$ cat src/rtl/alu_decode_pkg.sv
// alu_decode_pkg: shared constants for the decode/execute datapath core.
//   - opcode and R-type funct field values
//   - 4-bit ALUControl codes
//   - bit positions inside the 12-bit control word
//     {RegWrite, RegDst, ALUSrc, Branch, MemWrite, MemtoReg,
//      Jump, Pop, Push, Bne, Jal, Jr}, MSB first
// Optional feature macro used by files importing this package: ALU_OVERFLOW_EN
package alu_decode_pkg;

  // Opcodes (instr[31:26])
  localparam logic [5:0] OP_RTYPE = 6'h00;
  localparam logic [5:0] OP_J     = 6'h02;
  localparam logic [5:0] OP_JAL   = 6'h03;
  localparam logic [5:0] OP_BEQ   = 6'h04;
  localparam logic [5:0] OP_BNE   = 6'h05;
  localparam logic [5:0] OP_ADDI  = 6'h08;
  localparam logic [5:0] OP_LW    = 6'h23;
  localparam logic [5:0] OP_SW    = 6'h2B;
  localparam logic [5:0] OP_PUSH  = 6'h38;
  localparam logic [5:0] OP_POP   = 6'h39;

  // R-type funct codes (instr[5:0])
  localparam logic [5:0] FN_SLL = 6'h00;
  localparam logic [5:0] FN_SRL = 6'h02;
  localparam logic [5:0] FN_JR  = 6'h08;
  localparam logic [5:0] FN_ADD = 6'h20;
  localparam logic [5:0] FN_SUB = 6'h22;
  localparam logic [5:0] FN_AND = 6'h24;
  localparam logic [5:0] FN_OR  = 6'h25;
  localparam logic [5:0] FN_XOR = 6'h26;
  localparam logic [5:0] FN_NOR = 6'h27;
  localparam logic [5:0] FN_SLT = 6'h2A;

  // ALUControl codes
  localparam logic [3:0] ALU_AND = 4'b0000;
  localparam logic [3:0] ALU_OR  = 4'b0001;
  localparam logic [3:0] ALU_ADD = 4'b0010;
  localparam logic [3:0] ALU_XOR = 4'b0011;
  localparam logic [3:0] ALU_SLL = 4'b0100;
  localparam logic [3:0] ALU_SRL = 4'b0101;
  localparam logic [3:0] ALU_SUB = 4'b0110;
  localparam logic [3:0] ALU_SLT = 4'b0111;
  localparam logic [3:0] ALU_NOR = 4'b1100;

  // Control word layout
  localparam int unsigned CTRL_W       = 12;
  localparam int unsigned CB_REG_WRITE = 11;
  localparam int unsigned CB_REG_DST   = 10;
  localparam int unsigned CB_ALU_SRC   = 9;
  localparam int unsigned CB_BRANCH    = 8;
  localparam int unsigned CB_MEM_WRITE = 7;
  localparam int unsigned CB_MEM_TO_REG= 6;
  localparam int unsigned CB_JUMP      = 5;
  localparam int unsigned CB_POP       = 4;
  localparam int unsigned CB_PUSH      = 3;
  localparam int unsigned CB_BNE       = 2;
  localparam int unsigned CB_JAL       = 1;
  localparam int unsigned CB_JR        = 0;

  typedef logic [CTRL_W-1:0] ctrl_t;

  // One-hot mask for a single control bit; OR several together to build a word.
  function automatic ctrl_t cbit(input int unsigned idx);
    return ctrl_t'(1) << idx;
  endfunction

endpackage

$ cat src/rtl/alu_core.sv
// alu_core: combinational ALU driven by a 4-bit ALUControl code.
// Ports:
//   alu_a, alu_b : operands (WIDTH bits)
//   ctrl         : ALUControl code
//   result       : ALU result; undefined codes give 0
//   ovf          : signed overflow for ADD/SUB (only when ALU_OVERFLOW_EN is defined)
// Shifts use alu_b[4:0] as the amount with zero fill; SLT is a signed compare.
module alu_core
  import alu_decode_pkg::*;
#(
  parameter int WIDTH = 32
) (
  input  logic [WIDTH-1:0] alu_a,
  input  logic [WIDTH-1:0] alu_b,
  input  logic [3:0]       ctrl,
`ifdef ALU_OVERFLOW_EN
  output logic             ovf,
`endif
  output logic [WIDTH-1:0] result
);

  logic [WIDTH-1:0] sum;
  logic [WIDTH-1:0] diff;
  logic [4:0]       shamt;

  assign sum   = alu_a + alu_b;
  assign diff  = alu_a - alu_b;
  assign shamt = alu_b[4:0];

  always_comb begin
    result = '0;
    unique case (ctrl)
      ALU_AND: result = alu_a & alu_b;
      ALU_OR:  result = alu_a | alu_b;
      ALU_ADD: result = sum;
      ALU_XOR: result = alu_a ^ alu_b;
      ALU_SLL: result = alu_a << shamt;
      ALU_SRL: result = alu_a >> shamt;
      ALU_SUB: result = diff;
      ALU_SLT: result = WIDTH'($signed(alu_a) < $signed(alu_b));
      ALU_NOR: result = ~(alu_a | alu_b);
      default: result = '0;
    endcase
  end

`ifdef ALU_OVERFLOW_EN
  // Overflow: the result sign contradicts what the operand signs allow.
  always_comb begin
    ovf = 1'b0;
    if (ctrl == ALU_ADD)
      ovf = (alu_a[WIDTH-1] == alu_b[WIDTH-1]) && (sum[WIDTH-1] != alu_a[WIDTH-1]);
    else if (ctrl == ALU_SUB)
      ovf = (alu_a[WIDTH-1] != alu_b[WIDTH-1]) && (diff[WIDTH-1] != alu_a[WIDTH-1]);
  end
`endif

endmodule

$ cat src/rtl/alu_decode_unit.sv
// alu_decode_unit: decode/execute datapath core.
//   Decode : main controller (opcode/funct -> control word + ALUControl),
//            rs/rt equality comparator and beq/bne branch resolution.
//   Execute: ALU (alu_core) with its result registered at the EX/MEM boundary.
// Ports:
//   clk, rst (sync, active-low), en (result register load enable)
//   instr, cmp_a, cmp_b               : Decode inputs
//   alu_a, alu_b, alu_ctrl_in         : Execute inputs
//   ctrl, alu_ctrl, equal, pc_src     : combinational Decode outputs
//   alu_out                           : combinational ALU result
//   alu_q, zero_q                     : registered result and zero flag
//   ovf_q                             : registered overflow (only with ALU_OVERFLOW_EN)
// Optional feature macro: ALU_OVERFLOW_EN
module alu_decode_unit
  import alu_decode_pkg::*;
#(
  parameter int WIDTH = 32
) (
  input  logic             clk,
  input  logic             rst,
  input  logic             en,
  input  logic [31:0]      instr,
  input  logic [WIDTH-1:0] cmp_a,
  input  logic [WIDTH-1:0] cmp_b,
  input  logic [WIDTH-1:0] alu_a,
  input  logic [WIDTH-1:0] alu_b,
  input  logic [3:0]       alu_ctrl_in,
  output logic [11:0]      ctrl,
  output logic [3:0]       alu_ctrl,
  output logic             equal,
  output logic             pc_src,
  output logic [WIDTH-1:0] alu_out,
`ifdef ALU_OVERFLOW_EN
  output logic             ovf_q,
`endif
  output logic [WIDTH-1:0] alu_q,
  output logic             zero_q
);

  logic [5:0] opcode;
  logic [5:0] funct;
  ctrl_t      ctrl_next;
  logic [3:0] alu_ctrl_next;

  assign opcode = instr[31:26];
  assign funct  = instr[5:0];

  // Register/immediate fields are consumed elsewhere in the pipeline.
  logic unused_fields;
  assign unused_fields = ^instr[25:6];

  // ---------------- Main controller ----------------
  always_comb begin
    ctrl_next     = '0;
    alu_ctrl_next = ALU_ADD;
    unique case (opcode)
      OP_RTYPE: begin
        ctrl_next = cbit(CB_REG_WRITE) | cbit(CB_REG_DST);
        unique case (funct)
          FN_ADD: alu_ctrl_next = ALU_ADD;
          FN_SUB: alu_ctrl_next = ALU_SUB;
          FN_AND: alu_ctrl_next = ALU_AND;
          FN_OR:  alu_ctrl_next = ALU_OR;
          FN_XOR: alu_ctrl_next = ALU_XOR;
          FN_NOR: alu_ctrl_next = ALU_NOR;
          FN_SLT: alu_ctrl_next = ALU_SLT;
          FN_SLL: alu_ctrl_next = ALU_SLL;
          FN_SRL: alu_ctrl_next = ALU_SRL;
          // jr writes nothing back; only the Jr control is raised.
          FN_JR:  ctrl_next = cbit(CB_JR);
          default: ctrl_next = '0;
        endcase
      end
      OP_LW:   ctrl_next = cbit(CB_REG_WRITE) | cbit(CB_ALU_SRC) | cbit(CB_MEM_TO_REG);
      OP_SW:   ctrl_next = cbit(CB_ALU_SRC) | cbit(CB_MEM_WRITE);
      OP_ADDI: ctrl_next = cbit(CB_REG_WRITE) | cbit(CB_ALU_SRC);
      OP_BEQ: begin
        ctrl_next     = cbit(CB_BRANCH);
        alu_ctrl_next = ALU_SUB;
      end
      OP_BNE: begin
        ctrl_next     = cbit(CB_BRANCH) | cbit(CB_BNE);
        alu_ctrl_next = ALU_SUB;
      end
      OP_J:    ctrl_next = cbit(CB_JUMP);
      OP_JAL:  ctrl_next = cbit(CB_JUMP) | cbit(CB_JAL) | cbit(CB_REG_WRITE);
      OP_PUSH: ctrl_next = cbit(CB_PUSH) | cbit(CB_ALU_SRC);
      OP_POP:  ctrl_next = cbit(CB_POP) | cbit(CB_REG_WRITE) | cbit(CB_ALU_SRC)
                         | cbit(CB_MEM_TO_REG);
      default: ctrl_next = '0;
    endcase
  end

  assign ctrl     = ctrl_next;
  assign alu_ctrl = alu_ctrl_next;

  // ---------------- Comparator / branch resolution ----------------
  logic [WIDTH-1:0] bit_match;

  generate
    for (genvar gi = 0; gi < WIDTH; gi++) begin : g_cmp
      assign bit_match[gi] = cmp_a[gi] ~^ cmp_b[gi];
    end
  endgenerate

  assign equal  = &bit_match;
  assign pc_src = ctrl_next[CB_BRANCH] & (ctrl_next[CB_BNE] ? ~equal : equal);

  // ---------------- Execute ALU ----------------
`ifdef ALU_OVERFLOW_EN
  logic ovf_next;
`endif

  alu_core #(.WIDTH(WIDTH)) u_alu_core (
    .alu_a  (alu_a),
    .alu_b  (alu_b),
    .ctrl   (alu_ctrl_in),
`ifdef ALU_OVERFLOW_EN
    .ovf    (ovf_next),
`endif
    .result (alu_out)
  );

  // ---------------- EX/MEM result register ----------------
  logic [WIDTH-1:0] alu_q_reg;
  logic             zero_q_reg;

  always_ff @(posedge clk) begin
    if (!rst) begin
      alu_q_reg  <= '0;
      zero_q_reg <= 1'b1;
    end else if (en) begin
      alu_q_reg  <= alu_out;
      zero_q_reg <= (alu_out == '0);
    end
  end

  assign alu_q  = alu_q_reg;
  assign zero_q = zero_q_reg;

`ifdef ALU_OVERFLOW_EN
  logic ovf_q_reg;

  always_ff @(posedge clk) begin
    if (!rst)
      ovf_q_reg <= 1'b0;
    else if (en)
      ovf_q_reg <= ovf_next;
  end

  assign ovf_q = ovf_q_reg;
`endif

endmodule

$ cat config.mk
export PLATFORM = sky130hd
export DESIGN_NAME = alu_decode_unit
export DESIGN_NICKNAME = d
export VERILOG_FILES = /design/src/rtl/alu_decode_pkg.sv /design/src/rtl/alu_core.sv /design/src/rtl/alu_decode_unit.sv
export SDC_FILE = /design/constraint.sdc
export NUM_CORES = 1
export LEC_CHECK = 0
export CAP_MARGIN = 20
export CORE_ASPECT_RATIO = 1.4
export CORE_UTILIZATION = 29
export CTS_CLUSTER_DIAMETER = 120
export DETAILED_ROUTE_END_ITERATION = 10
export GPL_TIMING_DRIVEN = 0
export PLACE_DENSITY = 0.58
export SYNTH_ARGS = -nofsm -noshare
export SYNTH_HDL_FRONTEND = slang
export SYNTH_SLANG_ARGS = --single-unit
$ cat constraint.sdc
create_clock -name clk -period 15.8 [get_ports clk]
set_input_delay 3.95 -clock clk [delete_from_list [all_inputs] [get_ports clk]]
set_output_delay 3.95 -clock clk [all_outputs]
set_load 0.02 [all_outputs]
==> metrics.txt <==
outcome=complete, no violations; # rows=88; Wirelength per Cell=31.4 um; maxcap violations=0; Synth Area in Adders=0.107; multi-input logic area=0.0104 mm2; Final Hold Viols=0; largest family of logic cells by synthesized area=compound AO/OA/AOI/OAI gates; P_leak=6.08 nW; Cell variety after synth=109; syn avg cell area=7.39 um2; simple-gate portion of the synthesized area=0.241; max reg flops=32; Synth Instances=1645; final wirelength=75900 um; critical path class=in2out; CTS hold repair buffers=0; CTS tree=yes; cts repair resizes=0; Max Freq=68.2 MHz; most frequent cells in the layout=clkdlybuf4s50_1 (223), nor2_1 (151), nand2_1 (143), inv_1 (104), ha_1 (101); Cell Area, Synth=0.0122 mm2; layout cells sized above 1=0.109; largest net degree at the start of global routing=14; Fin Hold WS=482 ps; async set-or-reset flop fraction in the synthesized netlist=0; antenna viol nets, final=0; vias in the first global route=15364; DRC=0; Crit Path Max Fanout=11; routed vias/inst=6.39; Final period util=0.928; synth warn=0; Post-synth EDFFs=0; P per Cell Area=49.4 mW/mm2; initial antenna violation count=2; worst clock skew=0 ps; Clock Root Buffer=clkbuf_16; hold crit path type=reg2reg; via count=15471; mux share of post-synthesis cell area=0.155; DR iter-0 viols=1508; Starting Density=0.294; commonest non-fill, non-tap cell in the layout=clkdlybuf4s50_1; gr ovfl total=0; total CTS buffers=5; total power=0.752 mW; Synth Flop Type=dfxtp_1; CP Data Required Time=11850 ps; Slew headroom=0.127; Post-CTS Setup Bufs=0; Worst-Margin Slew=1290 ps; I/O Buffers=223; core region area=0.0413 mm2; number of nets in the layout=2148; Final min period=14660 ps; All-Layer GR Usage=0.345; RSZ-0062 raised after global routing=false; Fillers=4388; Clk Latency, worst-skew pair=280 ps; Setup violations, final=0; chip width=175 um; clk sinks=33; Placer Congestion=1.07; Syn-to-layout area delta=25.3%; Slew Limit Fails=0; critical path startpoint category=input pin; Final TNS setup=0 ps; Setup crit end kind=primary output; I/O Pins=250; first-pass GRT wire length=108000 um; detailed placement HPWL=61400 um; DR pass1 iterations=6; CP Data Arrival Time=10710 ps; Reg area=661 um2; register area share after synthesis=0.0543; peak supply drop=0.0000790 V; clk slew on worst S/H paths=50 ps; H-tree levels=2; Syn Nets=1915; area of the die=0.0428 mm2; Yosys reg bits=33; Clock Path Buffers=2; Synth Area in Compound Gates=0.314; chip height=244 um; XOR/XNOR Fraction of Synth Area=0.0346
stage by stage:
stage	setup slack (ps)	std cells	utilization	cell area [um2]
6_report	1140	2420	0.369	15200
5_1_grt	1050	2419	0.369	15200
4_1_cts	1210	2418	0.369	15200
3_5_place_dp	1200	2410	0.365	15100
3_3_place_gp	1120	2408	0.365	15100
2_1_floorplan	4070	1645	-	12200
Yosys cell counts (35+ instances only):
| cell type | count | share of area |
|---|---|---|
| o21ai_0 | 67 | 0.028 |
| nor2b_1 | 43 | 0.022 |
| mux2i_1 | 66 | 0.054 |
| nand3_1 | 40 | 0.016 |
| ha_1 | 101 | 0.10 |
| nor3_1 | 41 | 0.017 |
| nand2_1 | 143 | 0.044 |
| buf_2 | 36 | 0.015 |
| clkbuf_1 | 57 | 0.018 |
| inv_1 | 104 | 0.032 |
| nor2_1 | 151 | 0.047 |
| mux4_2 | 38 | 0.070 |
| a21oi_1 | 95 | 0.039 |
| xor2_1 | 35 | 0.025 |
worst paths after layout:
check	startpoint	end	slack (ps)	cells past startpoint
worst max-delay path	alu_b[3]	alu_out[31]	1140	16
worst min-delay path	alu_q[21]$_SDFFE_PN0P_	alu_q[21]$_SDFFE_PN0P_	480	1
worst max register to register	zero_q$_SDFFE_PN1P_	zero_q$_SDFFE_PN1P_	15060	3
worst min register to register	alu_q[21]$_SDFFE_PN0P_	alu_q[21]$_SDFFE_PN0P_	480	1
logic make-up (layout without fill, tap and decap cells):
group | count (synthesis) | after routing
AOI/OAI and AO/OA | 511 | 511
xor gates and xnor gates | 48 | 48
adders and majority gates | 103 | 103
buffers and inverters | 241 | 475
DFF | 33 | 33
muxes | 137 | 137
other | 0 | 1
and+or+nand+nor | 572 | 572
power by group:
group,internal [mW],switching (mW),total (mW)
clock,0.0578,0.0364,0.0942
sequential,0.0899,0.00344,0.0934
combinational,0.211,0.353,0.564
cell type report:
type / instances / area share
repair buffers: 226 / 0.148
inverters: 111 / 0.0274
well taps: 540 / 0.0444
clock buffers: 6 / 0.00846
diodes: 1 / 0.000164
flip-flops and latches: 33 / 0.0434
clock inverters: 2 / 0.000657
multi-input cells: 1371 / 0.680
plain buffers: 130 / 0.0473
worst max-delay path, stage by stage:
cell and delay (ps):
clkdlybuf4s50_1 420, buf_2 250, inv_2 300, clkbuf_1 630
buf_1 690, clkbuf_1 620, ha_1 370, buf_6 140
or4_4 580, a2111oi_4 470, o21ba_2 220, o21ai_2 150
or4_4 450, o2111a_1 170, o41ai_4 530, clkdlybuf4s50_1 730
layer usage:
metal,GRT usage,share of wire,routed length (um),vias to the layer above
met3,0.0636,0.087,6590,330
met2,0.577,0.46,34800,1094
met4,0.290,0.099,7490,2
met1,0.378,0.36,27000,7359
met5,0,0.00012,9,-
li1,-,-,-,6686
Note: power is estimated with default switching activity, not from simulation.
==> patch, RTL diff (same flow settings) <==
`WIDTH` is set to 32 in 2 places; all go to 28.
--- a/src/rtl/alu_core.sv
+++ b/src/rtl/alu_core.sv
@@ -8,7 +8,7 @@
 module alu_core
   import alu_decode_pkg::*;
 #(
-  parameter int WIDTH = 32
+  parameter int WIDTH = 28
 ) (
   input  logic [WIDTH-1:0] alu_a,
   input  logic [WIDTH-1:0] alu_b,
--- a/src/rtl/alu_decode_unit.sv
+++ b/src/rtl/alu_decode_unit.sv
@@ -14,7 +14,7 @@
 module alu_decode_unit
   import alu_decode_pkg::*;
 #(
-  parameter int WIDTH = 32
+  parameter int WIDTH = 28
 ) (
   input  logic             clk,
   input  logic             rst,
Interface: changed (6 resized); port bits go from 250 to 226. No check against the original RTL was run, so the function may have changed too.
==> patch against the original RTL <==
Clock skew is the same. Routed wire length shrank 25%. Largest power group unchanged. Setup slack gained 0.64 ns. Die area shrank 15%. Power shrank 15%. Area after synthesis shrank 16%. Sequential cell count shrank 4. Cell area shrank 14%. Critical path depth shrank 1. Worst hold slack gained 0.00099 ns. Largest cell class unchanged. Utilization grew 0.51 points. Clock power grew 4.6%.
==> patch: results (changes against the original RTL) <==
Place
  – Placer Congestion: 1.03 (-3.9%)
  – Final HPWL DP: 47.5 mm (-23%)
  – Dpl ws: 1.93 ns (+0.723 ns)
  – I/O Buffers: 202 (-9.4%)
  – Dpl cell area: 0.0129 mm² (-15%)

Drt
  – DR WL/cell: 27.8 µm (-11%)
  – Via count: 12800 (-17%)
  – DR pass1 iterations: 5 (-1)
  – DR iter-0 viols: 1232 (-18%)

GRT
  – Vias in the first global route: 12500 (-19%)
  – First-pass GRT wire length: 82.7 mm (-23%)
  – GRT Total Usage: 30.8% (-3.8 points)
  – Initial antenna violation count: 1 (-1)

Final layout
  – # diodes: 0 (-1)
  – # nets final: 1850 (-14%)

Clocking
  – Cts repair resizes: 0 (unchanged)

Logic synthesis
  – Syn nets: 1639 (-14%)
  – Top post-synthesis cells by count: 132 x nor2_1, 128 x nand2_1, 104 x inv_1, 94 x ha_1, 74 x a21oi_1
  – Post-synthesis sequential area ratio: 5.65% (+0.22 points)
  – Cell variety after synth: 93 (-15%)
  – Area contributors post-synth: ha_1 11%, mux4_2 11%, dfxtp_1 5.7%, nor2_1 4.8%, nand2_1 4.7%

Outcome
  – Status: finished clean

Worst setup path
  – Crit path DAT: 10.07 ns (-0.64 ns)
  – CP max stage cell: clkbuf_1
  – Max incr delay on CP: 0.64 ns (-0.09 ns)

Power
  – Worst VDD drop: 0.0000485 V (-39%)
  – Leak pwr: 5.12 nW (-16%)
-- patch: routing by layer --
metal	GRT usage (%)	vias up	wire length (µm)
met5	0	-	0
met4	22.3	0	4710
met2	53.9	830	27600
met3	2.84	233	4070
met1	34.9	6112	21000
li1	-	5674	-
-- patch: cell families (layout without fill, tap and decap cells) --
logic type | after synthesis | in the layout | synth area share (%)
simple gates | 480 | 480 | 23.0
compound gates | 422 | 422 | 30.0
buf+inv | 211 | 423 | 8.82
mux | 113 | 113 | 17.2
fa+ha+maj | 96 | 96 | 11.8
xor+xnor | 41 | 41 | 3.50
flops | 29 | 29 | 5.65
-- patch: final cells by class --
cell class | count | area (µm²) | share of cell area, %
repair buffers | 204 | 2030 | 15.6
clock inverters | 1 | 5.00 | 0.0384
inverters | 107 | 402 | 3.08
well taps | 456 | 571 | 4.38
clock buffers | 7 | 153 | 1.17
plain buffers | 104 | 504 | 3.87
multi-input cells | 1152 | 8790 | 67.4
flip-flops and latches | 29 | 581 | 4.45
-- patch: worst paths after layout --
path	startpoint	to	slack, ns	depth (start not counted)
min reg2reg	alu_q[16]	alu_q[16]	0.48	2
max	alu_b[3]	alu_out[27]	1.78	15
max reg2reg	alu_q[11]	alu_q[11]	15.09	2
min	alu_q[16]	alu_q[16]	0.48	2
-- patch: worst min-delay path: cells and delay by family (launching register included) --
kind | cells | cell delay, ns
compound gates | 1 | 0.05
flops | 1 | 0.30
simple gates | 1 | 0.08
-- patch: power breakdown --
part | leakage, nW | internal (mW) | switching, mW
clock network | 0.0799 | 0.0665 | 0.0321
registers | 0.239 | 0.0791 | 0.00296
logic | 4.80 | 0.178 | 0.283
total | 5.12 | 0.323 | 0.318
-- patch: per-stage QoR --
step	hold WS [ns]	std cells
floorplan	0.555	1392
global placement	0.473	2050
detailed placement	0.479	2052
CTS	0.485	2060
global route	0.517	2060
finish	0.483	2060
